## src/rtl/ulpb_pkg.sv

```systemverilog
// ulpb_pkg: constants and FSM state encodings shared by the ulpb RX path and ulpb_node32.
// Contents:
//   ULPB_ADDR_WIDTH / ULPB_DATA_WIDTH - default address and data field widths
//   rx_state_t                        - RX handshake FSM states
package ulpb_pkg;
    localparam int ULPB_ADDR_WIDTH = 8;
    localparam int ULPB_DATA_WIDTH = 32;
    typedef enum logic [1:0] {
        IDLE  = 2'd0,
        ACK   = 2'd1,
        STALL = 2'd2
    } rx_state_t;
endpackage

```

## src/rtl/ulpb_fifo_mem.sv

```systemverilog
// ulpb_fifo_mem: first-word-fall-through FIFO storage with registered occupancy flags.
// Ports:
//   clk, rst_n        - clock, asynchronous active-low reset
//   push, wdata       - write strobe and entry (ignored while full)
//   pop               - advance head (ignored while empty)
//   rdata             - head entry (reset contents are zero)
//   count             - occupied entries
//   full, empty       - count == DEPTH, count == 0
//   almost_full       - count >= AF_LVL
module ulpb_fifo_mem
    import ulpb_pkg::*;
#(
    parameter int WIDTH  = ULPB_ADDR_WIDTH + ULPB_DATA_WIDTH,
    parameter int DEPTH  = 4,
    parameter int AF_LVL = 3,
    localparam int PW    = $clog2(DEPTH),
    localparam int CW    = $clog2(DEPTH + 1)
) (
    input  logic             clk,
    input  logic             rst_n,
    input  logic             push,
    input  logic             pop,
    input  logic [WIDTH-1:0] wdata,
    output logic [WIDTH-1:0] rdata,
    output logic [CW-1:0]    count,
    output logic             full,
    output logic             empty,
    output logic             almost_full
);
    localparam logic [CW-1:0] FULL_C = CW'(DEPTH);
    localparam logic [CW-1:0] AF_C   = CW'(AF_LVL);
    logic [WIDTH-1:0] mem [DEPTH];
    logic [PW-1:0]    wr_ptr, rd_ptr;
    logic [CW-1:0]    count_nxt;
    logic             push_en, pop_en;
    assign push_en   = push & ~full;
    assign pop_en    = pop & ~empty;
    assign count_nxt = count + CW'(push_en) - CW'(pop_en);
    assign rdata     = mem[rd_ptr];
    // Flags are registered from the next count so downstream decisions see only flop outputs.
    always_ff @(posedge clk or negedge rst_n) begin
        if (!rst_n) begin
            wr_ptr      <= '0;
            rd_ptr      <= '0;
            count       <= '0;
            full        <= 1'b0;
            empty       <= 1'b1;
            almost_full <= 1'b0;
            for (int i = 0; i < DEPTH; i++) mem[i] <= '0;
        end else begin
            if (push_en) begin
                mem[wr_ptr] <= wdata;
                wr_ptr      <= wr_ptr + 1'b1;
            end
            if (pop_en) rd_ptr <= rd_ptr + 1'b1;
            count       <= count_nxt;
            full        <= count_nxt == FULL_C;
            empty       <= count_nxt == '0;
            almost_full <= count_nxt >= AF_C;
        end
    end
endmodule

```

## src/rtl/ulpb_rx_fifo.sv

```systemverilog
// ulpb_rx_fifo: ulpb node RX handshake responder feeding a FWFT FIFO drained by valid/ready.
// Ports:
//   clk, rst_n            - bus clock, asynchronous active-low reset
//   req_rx, ack_rx        - 4-phase handshake with the node
//   rx_addr, rx_data      - word offered by the node
//   pop_valid, pop_ready  - head entry valid / consumed by layer logic
//   pop_addr, pop_data    - head entry
//   count, full, almost_full - occupancy
//   overflow, clr_ovf     - sticky drop flag (DROP_ON_FULL=1) and its synchronous clear
module ulpb_rx_fifo
    import ulpb_pkg::*;
#(
    parameter int ADDR_WIDTH      = ULPB_ADDR_WIDTH,
    parameter int DATA_WIDTH      = ULPB_DATA_WIDTH,
    parameter int DEPTH           = 4,
    parameter int DROP_ON_FULL    = 0,
    parameter int ALMOST_FULL_LVL = 3,
    localparam int CW             = $clog2(DEPTH + 1)
) (
    input  logic                  clk,
    input  logic                  rst_n,
    input  logic                  req_rx,
    output logic                  ack_rx,
    input  logic [ADDR_WIDTH-1:0] rx_addr,
    input  logic [DATA_WIDTH-1:0] rx_data,
    output logic                  pop_valid,
    input  logic                  pop_ready,
    output logic [ADDR_WIDTH-1:0] pop_addr,
    output logic [DATA_WIDTH-1:0] pop_data,
    output logic [CW-1:0]         count,
    output logic                  full,
    output logic                  almost_full,
    output logic                  overflow,
    input  logic                  clr_ovf
);
    localparam int W = ADDR_WIDTH + DATA_WIDTH;
    rx_state_t  state, state_nxt;
    logic       ack_nxt, ovf_nxt, push, drop, empty;
    logic [W-1:0] rdata;
    ulpb_fifo_mem #(.WIDTH(W), .DEPTH(DEPTH), .AF_LVL(ALMOST_FULL_LVL)) u_mem (
        .clk         (clk),
        .rst_n       (rst_n),
        .push        (push),
        .pop         (pop_ready),
        .wdata       ({rx_addr, rx_data}),
        .rdata       (rdata),
        .count       (count),
        .full        (full),
        .empty       (empty),
        .almost_full (almost_full)
    );
    assign pop_valid = ~empty;
    assign pop_addr  = rdata[W-1 -: ADDR_WIDTH];
    assign pop_data  = rdata[DATA_WIDTH-1:0];
    // full is the registered flag, so a pop on the same edge never unblocks a push.
    always_comb begin
        state_nxt = state;
        ack_nxt   = ack_rx;
        push      = 1'b0;
        drop      = 1'b0;
        case (state)
            IDLE: if (req_rx) begin
                if (!full) begin
                    push      = 1'b1;
                    ack_nxt   = 1'b1;
                    state_nxt = ACK;
                end else if (DROP_ON_FULL != 0) begin
                    drop      = 1'b1;
                    ack_nxt   = 1'b1;
                    state_nxt = ACK;
                end else state_nxt = STALL;
            end
            STALL: if (!req_rx) state_nxt = IDLE;
            else if (!full) begin
                push      = 1'b1;
                ack_nxt   = 1'b1;
                state_nxt = ACK;
            end
            ACK: if (!req_rx) begin
                ack_nxt   = 1'b0;
                state_nxt = IDLE;
            end
            default: state_nxt = IDLE;
        endcase
        ovf_nxt = clr_ovf ? 1'b0 : overflow | drop;
    end
    always_ff @(posedge clk or negedge rst_n) begin
        if (!rst_n) begin
            state    <= IDLE;
            ack_rx   <= 1'b0;
            overflow <= 1'b0;
        end else begin
            state    <= state_nxt;
            ack_rx   <= ack_nxt;
            overflow <= ovf_nxt;
        end
    end
endmodule

```

## config.mk

```make
export PLATFORM = sky130hd
export DESIGN_NAME = ulpb_rx_fifo
export DESIGN_NICKNAME = d
export VERILOG_FILES = /design/src/rtl/ulpb_pkg.sv /design/src/rtl/ulpb_fifo_mem.sv /design/src/rtl/ulpb_rx_fifo.sv
export SDC_FILE = /design/constraint.sdc
export NUM_CORES = 1
export LEC_CHECK = 0
export CELL_PAD_IN_SITES_DETAIL_PLACEMENT = 1
export CELL_PAD_IN_SITES_GLOBAL_PLACEMENT = 1
export CORE_ASPECT_RATIO = 1.25
export CORE_MARGIN = 2
export CORE_UTILIZATION = 30
export CTS_CLUSTER_DIAMETER = 60
export DETAILED_ROUTE_END_ITERATION = 7
export GPL_ROUTABILITY_DRIVEN = 0
export GPL_TIMING_DRIVEN = 0
export PLACE_DENSITY_LB_ADDON = 0.25
export SYNTH_ARGS = -nofsm -noshare
export SYNTH_HDL_FRONTEND = slang
export SYNTH_HIERARCHICAL = 1
export SYNTH_SLANG_ARGS = --single-unit
```

## constraint.sdc

```tcl
create_clock -name clk -period 3.9 [get_ports clk]
set_clock_uncertainty 0.05 [all_clocks]
set_input_delay 0.39 -clock clk [delete_from_list [all_inputs] [get_ports clk]]
set_output_delay 0.39 -clock clk [all_outputs]
set_load 0.01 [all_outputs]
```

==> flow_metrics.py <==
metrics = {
    "run_status": {
        "outcome": "finished, final reports clean",
    },
    "route": {
        "drc": 0,
        "drtIter0Drc": 97,
        "vias": 4204,
        "viasPerCell": 4.72,
        "wl_um": 17700,
        "antenna_left": 0,
        "dr.pass1.iters": 4,
        "wire_per_inst_um": 19.9,
    },
    "finish": {
        "n_antenna_cell": 0,
        "fin_nets": 600,
        "area_growth_pct": 25.5,
        "layout_common_cells": "dfrtp_1 (172), mux2_2 (161), clkdlybuf4s50_1 (89), mux4_2 (40), buf_2 (20)",
        "drive_gt1_share_pct": 46.3,
        "utilization_pct": 38.4,
        "final_common_cell": "dfrtp_1",
    },
    "clock_tree": {
        "cts_tree": "yes",
        "ctsLongestPathBuffers": 2,
        "tritoncts.num_buffers": 17,
        "cts_max_level": 4,
        "cts_resized": 0,
        "root_buffer": "clkbuf_16",
        "cts.sinks": 173,
        "clk_latency_ns": 0.43,
        "path_clk_slew_ns": 0.07,
    },
    "floorplanning": {
        "io_pins": 93,
        "placementRows": 64,
        "die_area_um2": 26300,
        "die_h_um": 181,
        "core_um2": 24500,
        "initial_core_util_pct": 30.6,
        "die_w_um": 145,
    },
    "yosys": {
        "yosysSeqAreaShare_pct": 57.8,
        "syn_area_um2": 7500,
        "synth.top_cell.area_share_pct": 57.4,
        "postSynthNetCount": 489,
        "avgSynthCellArea_um2": 17.2,
        "yosysTopAreaCell": "dfrtp_1",
        "synthCells": 437,
        "ys_ff_latch": 173,
        "yosysWarnings": 6,
        "synth_cell_types": 24,
        "synth.area.top_cells": "dfrtp_1 (57%), mux2_2 (24%), mux4_2 (12%)",
    },
    "timing": {
        "rsz0062_at_grt": "no",
        "finalSetupTns_ns": 0,
        "maxSlewHeadroom_pct": 58.4,
        "hold_viol_final": 0,
        "fmax_mhz": 347,
        "worst-slew-pin-transition_ns": 0.624,
        "setup_viol": 0,
        "finalCriticalPeriod_ns": 2.88,
        "final_max_slew_viol_count": 0,
        "period_share_pct": 73.9,
    },
    "global_route": {
        "antenna_found_initial": 0,
        "gr-usage-met3_pct": 3.26,
        "grt_pass1_vias": 5082,
        "grt_max_degree": 96,
        "busiest_layer": "met2",
        "grt.total_usage_pct": 14.1,
        "grt_overflow_total": 0,
        "grt_pass1_wl_um": 28400,
        "grt_util_met2_pct": 26.2,
        "gr-usage-met1_pct": 15.6,
    },
    "placed_design": {
        "io_buffers": 90,
        "dp_hpwl_um": 12000,
    },
    "critical_path": {
        "critPathMaxStageDelay_ns": 0.54,
        "cp-end-kind": "flop",
        "critPathArrivalTime_ns": 3.16,
        "crit_start": "req_rx",
        "path_cells": "clkdlybuf4s50_1 -> nor3b_1 -> nand2b_1 -> ha_1 -> inv_1 -> ha_1 -> fa_1 -> xnor3_1 -> nor3b_1",
        "crit_required_ns": 4.18,
        "worstSetupPathType": "in -> reg",
        "worst-path-max-fanout": 5,
        "worst-path-buf-inv": 2,
        "critPathTopFamily": "simple AND/OR/NAND/NOR gates",
        "startpoint_type": "input port",
        "r2r_start": "u_mem/full",
        "cp_slowest_cell": "nor3b_1",
    },
    "power_and_ir_drop": {
        "peakVddDrop_mv": 0.373,
        "power.density_nw_per_um2": 897,
        "total_power_mw": 8.44,
        "p_leak_nw": 3.92,
    },
    "flow_run": {
        "drv_cap": 0,
    },
    "min_path": {
        "hold_class": "reg -> reg",
        "hold_start": "state[1]",
    },
}
-- Yosys cell counts --
cell type / number
xnor3_1: 1
nand2b_1: 1
nor3b_1: 3
dfrtp_1: 172
xor2_1: 1
dfstp_2: 1
fa_1: 1
buf_4: 1
xnor2_1: 2
mux4_2: 40
ha_1: 6
a21oi_1: 2
buf_6: 5
clkbuf_1: 1
o21ai_0: 1
o21ai_1: 2
nor3_1: 1
nand3b_1: 5
mux2_2: 161
a21o_1: 1
inv_1: 7
conb_1: 1
buf_2: 20
nor2b_1: 1
-- cell families (layout without fill, tap and decap cells) --
group                      after synthesis  count (layout)  share of synthesized area, %
DFF                                    173             173                          57.8
muxes                                  201             201                          36.2
buffers and inverters                   34             157                          2.59
other                                    1               1                        0.0500
AOI/OAI and AO/OA                        6               6                         0.434
adders and majority gates                7               7                          1.27
xor gates and xnor gates                 4               4                         0.651
and+or+nand+nor                         11              11                          1.03
-- state kept, by name, summed over array words and instances (netlist names), 2 cells and up --
| register | count |
|---|---|
| state | 2 |
| u_mem/wr_ptr | 2 |
| u_mem/mem | 160 |
| u_mem/count | 3 |
| u_mem/rd_ptr | 2 |
-- worst reg2reg max path: stages (launching register included) --
cell,delay (ns)
dfrtp_1,0.46
nor3b_1,0.54
nand2b_1,0.26
ha_1,0.34
inv_1,0.04
ha_1,0.18
fa_1,0.38
xnor3_1,0.27
nor3b_1,0.25
-- metal layers --
layer  vias up  part of all wire, %
met5         -                    0
met4         0                  1.8
met3        21                  3.7
met2        72                   55
met1      2275                   40
li1       1836                    -
-- worst paths after layout --
kind	depth (start not counted)	slack [ns]	end
max	9	1.02	u_mem/full
min	1	0.41	state[0]
max reg2reg	8	1.03	u_mem/full
min reg2reg	1	0.41	state[0]
max in group asynchronous	3	2.42	u_mem/mem[125]
min in group asynchronous	2	0.47	u_mem/mem[24]
-- through the flow --
stage                     hold WS, ns  setup slack [ns]  cells  instance area (um2)
final                           0.411              1.02    890                 9410
after global routing            0.415             0.817    890                 9410
after CTS                       0.406             0.958    890                 9410
after detailed placement        0.364             0.514    858                 8840
after global placement          0.382             -4.37    857                 8810
after floorplan                0.0444              1.49    437                 7500
-- final cells by class --
type,count,area (um2)
Fill cell,2506,15100
Tap cell,330,413
Sequential cell,173,4330
Clock buffer,20,447
Inverter,7,26.3
Buffer,27,168
Timing Repair Buffer,92,943
Clock inverter,11,110
Multi-Input combinational cell,230,2970
-- power breakdown --
| group | internal, mW | switching [mW] |
|---|---|---|
| Combinational | 2.29 | 1.40 |
| Clock | 0.900 | 0.714 |
| Sequential | 2.69 | 0.448 |
| Total | 5.88 | 2.56 |
-- repair_timing --
item                                   4_1_cts  5_1_grt
setup buffers                                0        0
hold buffers                                 1        0
endpoints found under the hold margin       78        0
Power figures use the tool's default switching activity.
==> RTL edit 1 (same flow settings) <==
`DEPTH` is set to 4 in 2 places; all go to 2.
--- a/src/rtl/ulpb_fifo_mem.sv
+++ b/src/rtl/ulpb_fifo_mem.sv
@@ -12,5 +12,5 @@
 #(
     parameter int WIDTH  = ULPB_ADDR_WIDTH + ULPB_DATA_WIDTH,
-    parameter int DEPTH  = 4,
+    parameter int DEPTH  = 2,
     parameter int AF_LVL = 3,
     localparam int PW    = $clog2(DEPTH),
--- a/src/rtl/ulpb_rx_fifo.sv
+++ b/src/rtl/ulpb_rx_fifo.sv
@@ -13,5 +13,5 @@
     parameter int ADDR_WIDTH      = ULPB_ADDR_WIDTH,
     parameter int DATA_WIDTH      = ULPB_DATA_WIDTH,
-    parameter int DEPTH           = 4,
+    parameter int DEPTH           = 2,
     parameter int DROP_ON_FULL    = 0,
     parameter int ALMOST_FULL_LVL = 3,
Interface: changed (resized count); port bits go from 93 to 92. No check against the original RTL was run, so the function may have changed too.
==> RTL edit 1 against the original RTL <==
- critical path depth fell by 5
- via count fell by 44%
- sequential cell count fell by 83
- die area fell by 45%
- power fell by 42%
- cell count fell by 41%
- routed wire length fell by 50%
- worst setup slack improved by 0.34 ns
- register-to-register slack improved by 0.87 ns
- final area fell by 42%
- synthesized area fell by 46%
- sequential share of layout area fell by 4.9 points
==> RTL edit 1: results <==
group,metric,value,unit
logic_synthesis,ys_seq_area_share,55.9,%
logic_synthesis,synth-xor-area-share,0.868,%
drt,drt_iter0_drc,32,
logic_synthesis,synth_area_leaders,"dfrtp_1 (55%), mux2_2 (22%), mux2_4 (15%)",
pwr,switching_share,29.0,%
pwr,seq_power_share,33.6,%
logic_synthesis,muxShareOfSynthArea,37.2,%
grt,met3_usage,2.98,%
grt,grt_use_met2,21.9,%
placed_design,pre_cts_ws,1.40,ns
grt,grt_use_met1,16.9,%
placed_design,placed_cells,511,
layout,register_area,2250,µm²
pwr,ir_worst_vdd,0.000299,V
layout,finish.net_count,397,
drt,drt-total-wl,8880,µm
logic_synthesis,synth_nets,296,
layout,drive_gt1_share,43.5,%
clocking,htree_levels,3,
pwr,p_leak,2.33,nW
grt,grt_pass1_vias,2743,
clocking,cts_buffers,9,
placed_design,dpl_cell_area,5160,µm²
layout,area_share_nonclk_buffers,18.7,%
setup_path,slowest_delay,0.51,ns
logic_synthesis,synth_commonest_cells,"dfrtp_1 (89), mux2_2 (80), mux2_4 (40)",
grt,grt_pass1_wl,14700,µm
layout,non_clock_buffer_count,105,
logic_synthesis,ys_seq_elements,90,
outcome,outcome,"complete, no violations",
layout,multi_input_area_share,30.4,%
layout,nFillCells,1345,
sta,max_slew.worst_pin.slew,0.601,ns
layout,clockBufferCount,10,
die,row_count,47,
logic_synthesis,synthAdderAreaFrac,0.310,%
pwr,p_int,3.48,mW
setup_path,arrival,2.10,ns
grt,grt_max_degree,49,
min_path,hold_class,"input port to asynchronous set/reset pin",
## RTL edit 1: cell types whose count changed after synthesis, moves of 5 or more
cell / before / now
buf_2: 20 / 8
dfrtp_1: 172 / 89
ha_1: 6 / 1
inv_1: 7 / 2
mux2_2: 161 / 80
mux2_4: 0 / 40
mux4_2: 40 / 0
nand3b_1: 5 / 0
## RTL edit 1: layer usage
metal | vias to the layer above | share of wire (%)
met5 | - | 0
met2 | 47 | 51
li1 | 1086 | -
met3 | 6 | 3.9
met4 | 0 | 1.3
met1 | 1233 | 44
## RTL edit 1: path summary, 6_finish.rpt
path | from | endpoint | slack [ns] | depth (start not counted)
max in group asynchronous | rst_n | u_mem/mem[44] | 3.14 | 2
setup / recovery | u_mem/rd_ptr | pop_addr[5] | 1.36 | 4
setup reg to reg | state[0] | u_mem/empty | 1.90 | 8
hold reg to reg | state[1] | state[0] | 0.39 | 1
min in group clk | state[1] | state[0] | 0.39 | 1
hold / removal | rst_n | state[0] | 0.007 | 1
==> RTL edit 2 (config.mk and constraints unchanged) <==
Made on the original files. Put a register stage on the output `count`. The value now appears one clock later. The other outputs are not delayed to match. Comments in the files are not updated.
--- a/src/rtl/ulpb_rx_fifo.sv
+++ b/src/rtl/ulpb_rx_fifo.sv
@@ -35,4 +35,6 @@
 );
     localparam int W = ADDR_WIDTH + DATA_WIDTH;
+
+    logic [CW-1:0] count_d;
     rx_state_t  state, state_nxt;
     logic       ack_nxt, ovf_nxt, push, drop, empty;
@@ -45,5 +47,5 @@
         .wdata       ({rx_addr, rx_data}),
         .rdata       (rdata),
-        .count       (count),
+        .count       (count_d),
         .full        (full),
         .empty       (empty),
@@ -96,4 +98,8 @@
         end
     end
+    always_ff @(posedge clk) begin
+        count <= count_d;
+    end
+
 endmodule
 
Check against the original RTL: not equivalent (a bounded check fails within 4 cycles, from zero or initial values and one cycle with rst_n low).
==> RTL edit 2 against the original RTL <==
- final area up 1.2%
- die area up 0.83%
- synthesized area up 0.85%
- critical path depth down 5
- routed wire length down 2.2%
- worst setup slack better by 0.16 ns
- maximum frequency up 5.8%
- sequential power up 1%
- largest cell class unchanged
- sequential cell count up 3
- global-route usage down 0.25 points
- critical endpoint is now pop_addr[0]
- highest routed layer unchanged
- power up 1.5%
==> RTL edit 2: results <==
group,metric,value,unit
setup_path,slowest_stage,"clkdlybuf4s50_1",
setup_path,ff2ff_setup_slack,1.38,ns
drt,drt-total-wl,17300,µm
logic_synthesis,ys_seq_area_share,58.1,%
setup_path,slowest_delay,0.50,ns
placed_design,pre_cts_ws,0.929,ns
logic_synthesis,synth_nets,494,
placed_design,dpl_cell_area,8910,µm²
min_path,whs_endpoint,"count[0]",
layout,biggestRegsByFlops,"u_mem/mem: 160 flops, count: 3 flops, u_mem/count: 3 flops",
layout,final_cell_count_no_fill,895,
setup_path,reg2reg_depth,9,
logic_synthesis,async_flop_share,98.3,%
min_path,hold_path_depth,0,
sta,max_slew.worst_pin.slew,0.663,ns
sta,worst_hold_slack,0.334,ns
placed_design,hpwl,11600,µm
layout,finish.net_count,605,
grt,grt_pass1_vias,5041,
grt,grt_pass1_wl,28000,µm
drt,routed-via-count,4194,
drt,drt_iter0_drc,120,
outcome,outcome,"complete, no violations",
logic_synthesis,synth_commonest_cells,"dfrtp_1 (172), mux2_2 (161), mux4_2 (40)",
pwr,ir_worst_vdd,0.000361,V
setup_path,critPathTopFamily,"buffers and inverters",
setup_path,worstPathMaxFanout,10,
logic_synthesis,synth_area_leaders,"dfrtp_1 (57%), mux2_2 (24%), mux4_2 (12%)",
layout,drive_gt1_share,46.2,%
pwr,power.switching,2.52,mW
clocking,insertion_delay,0.43,ns
logic_synthesis,yosysUniqueCellTypes,27,
pwr,p_leak,4.00,nW
min_path,hold_start,"u_mem/count[0]",
-- RTL edit 2: cell types whose count changed after synthesis --
cell and delta:
and3_1 +2, dfxtp_1 +3, inv_1 +1, nand2_1 +2, nor3b_1 -2, o21ai_1 -1
-- RTL edit 2: routing by layer --
layer / wire length, µm / track usage, % / up-vias
met1: 6940 / 15.7 / 2261
met3: 763 / 3.74 / 17
met5: 0 / 0 / -
li1: - / - / 1844
met4: 238 / 4.66 / 0
met2: 9370 / 25.1 / 72
-- RTL edit 2: worst max-delay path by stage --
stage                                from              to  slack, ns
after floorplan                u_mem/full      u_mem/full       1.66
final                     u_mem/rd_ptr[1]     pop_addr[0]       1.17
after detailed placement           req_rx      u_mem/full       0.93
after global placement              rst_n  u_mem/mem[125]      -4.43
after CTS                 u_mem/rd_ptr[1]     pop_addr[5]       1.10
after global routing      u_mem/rd_ptr[1]     pop_addr[5]       1.03
-- RTL edit 2: cell type report --
cell class | instances | area [µm²]
tap | 330 | 413
fill | 2525 | 15100
inverter | 8 | 30.0
clock buffer | 18 | 439
timing repair buffer | 92 | 943
buffer | 27 | 168
multi-input combinational | 231 | 2970
clock inverter | 13 | 164
sequential | 176 | 4390
-- RTL edit 2: repair_timing --
item                       4_1_cts  5_1_grt
hold buffers                     1        0
setup endpoints to repair        0        0
hold endpoints to repair        84        0
-- RTL edit 2: through the flow --
stage / power (mW) / util (%)
final: 8.57 / 38.6
after global routing: 9.13 / 38.6
after CTS: 8.75 / 38.6
after detailed placement: 6.95 / 36.1
after global placement: 6.75 / 36.0
after floorplan: 5.35 / -
-- RTL edit 2: cells by family after synthesis --
family | synth area share, %
adder cells (fa/ha/maj) | 1.26
XOR/XNOR | 0.646
AND/OR/NAND/NOR | 1.09
other | 0.0496
buffers and inverters | 2.62
multiplexers | 35.9
flip-flops | 58.1
AO/OA/AOI/OAI | 0.364
-- RTL edit 2: power by group through the flow --
stage / Clock, mW / Combinational, mW / Sequential (mW)
final: 1.74 / 3.65 / 3.18
after global routing: 1.88 / 3.95 / 3.30
after CTS: 1.81 / 3.75 / 3.19
after detailed placement: 0 / 3.73 / 3.22
after global placement: 0 / 3.63 / 3.12
after floorplan: 0 / 2.30 / 3.05
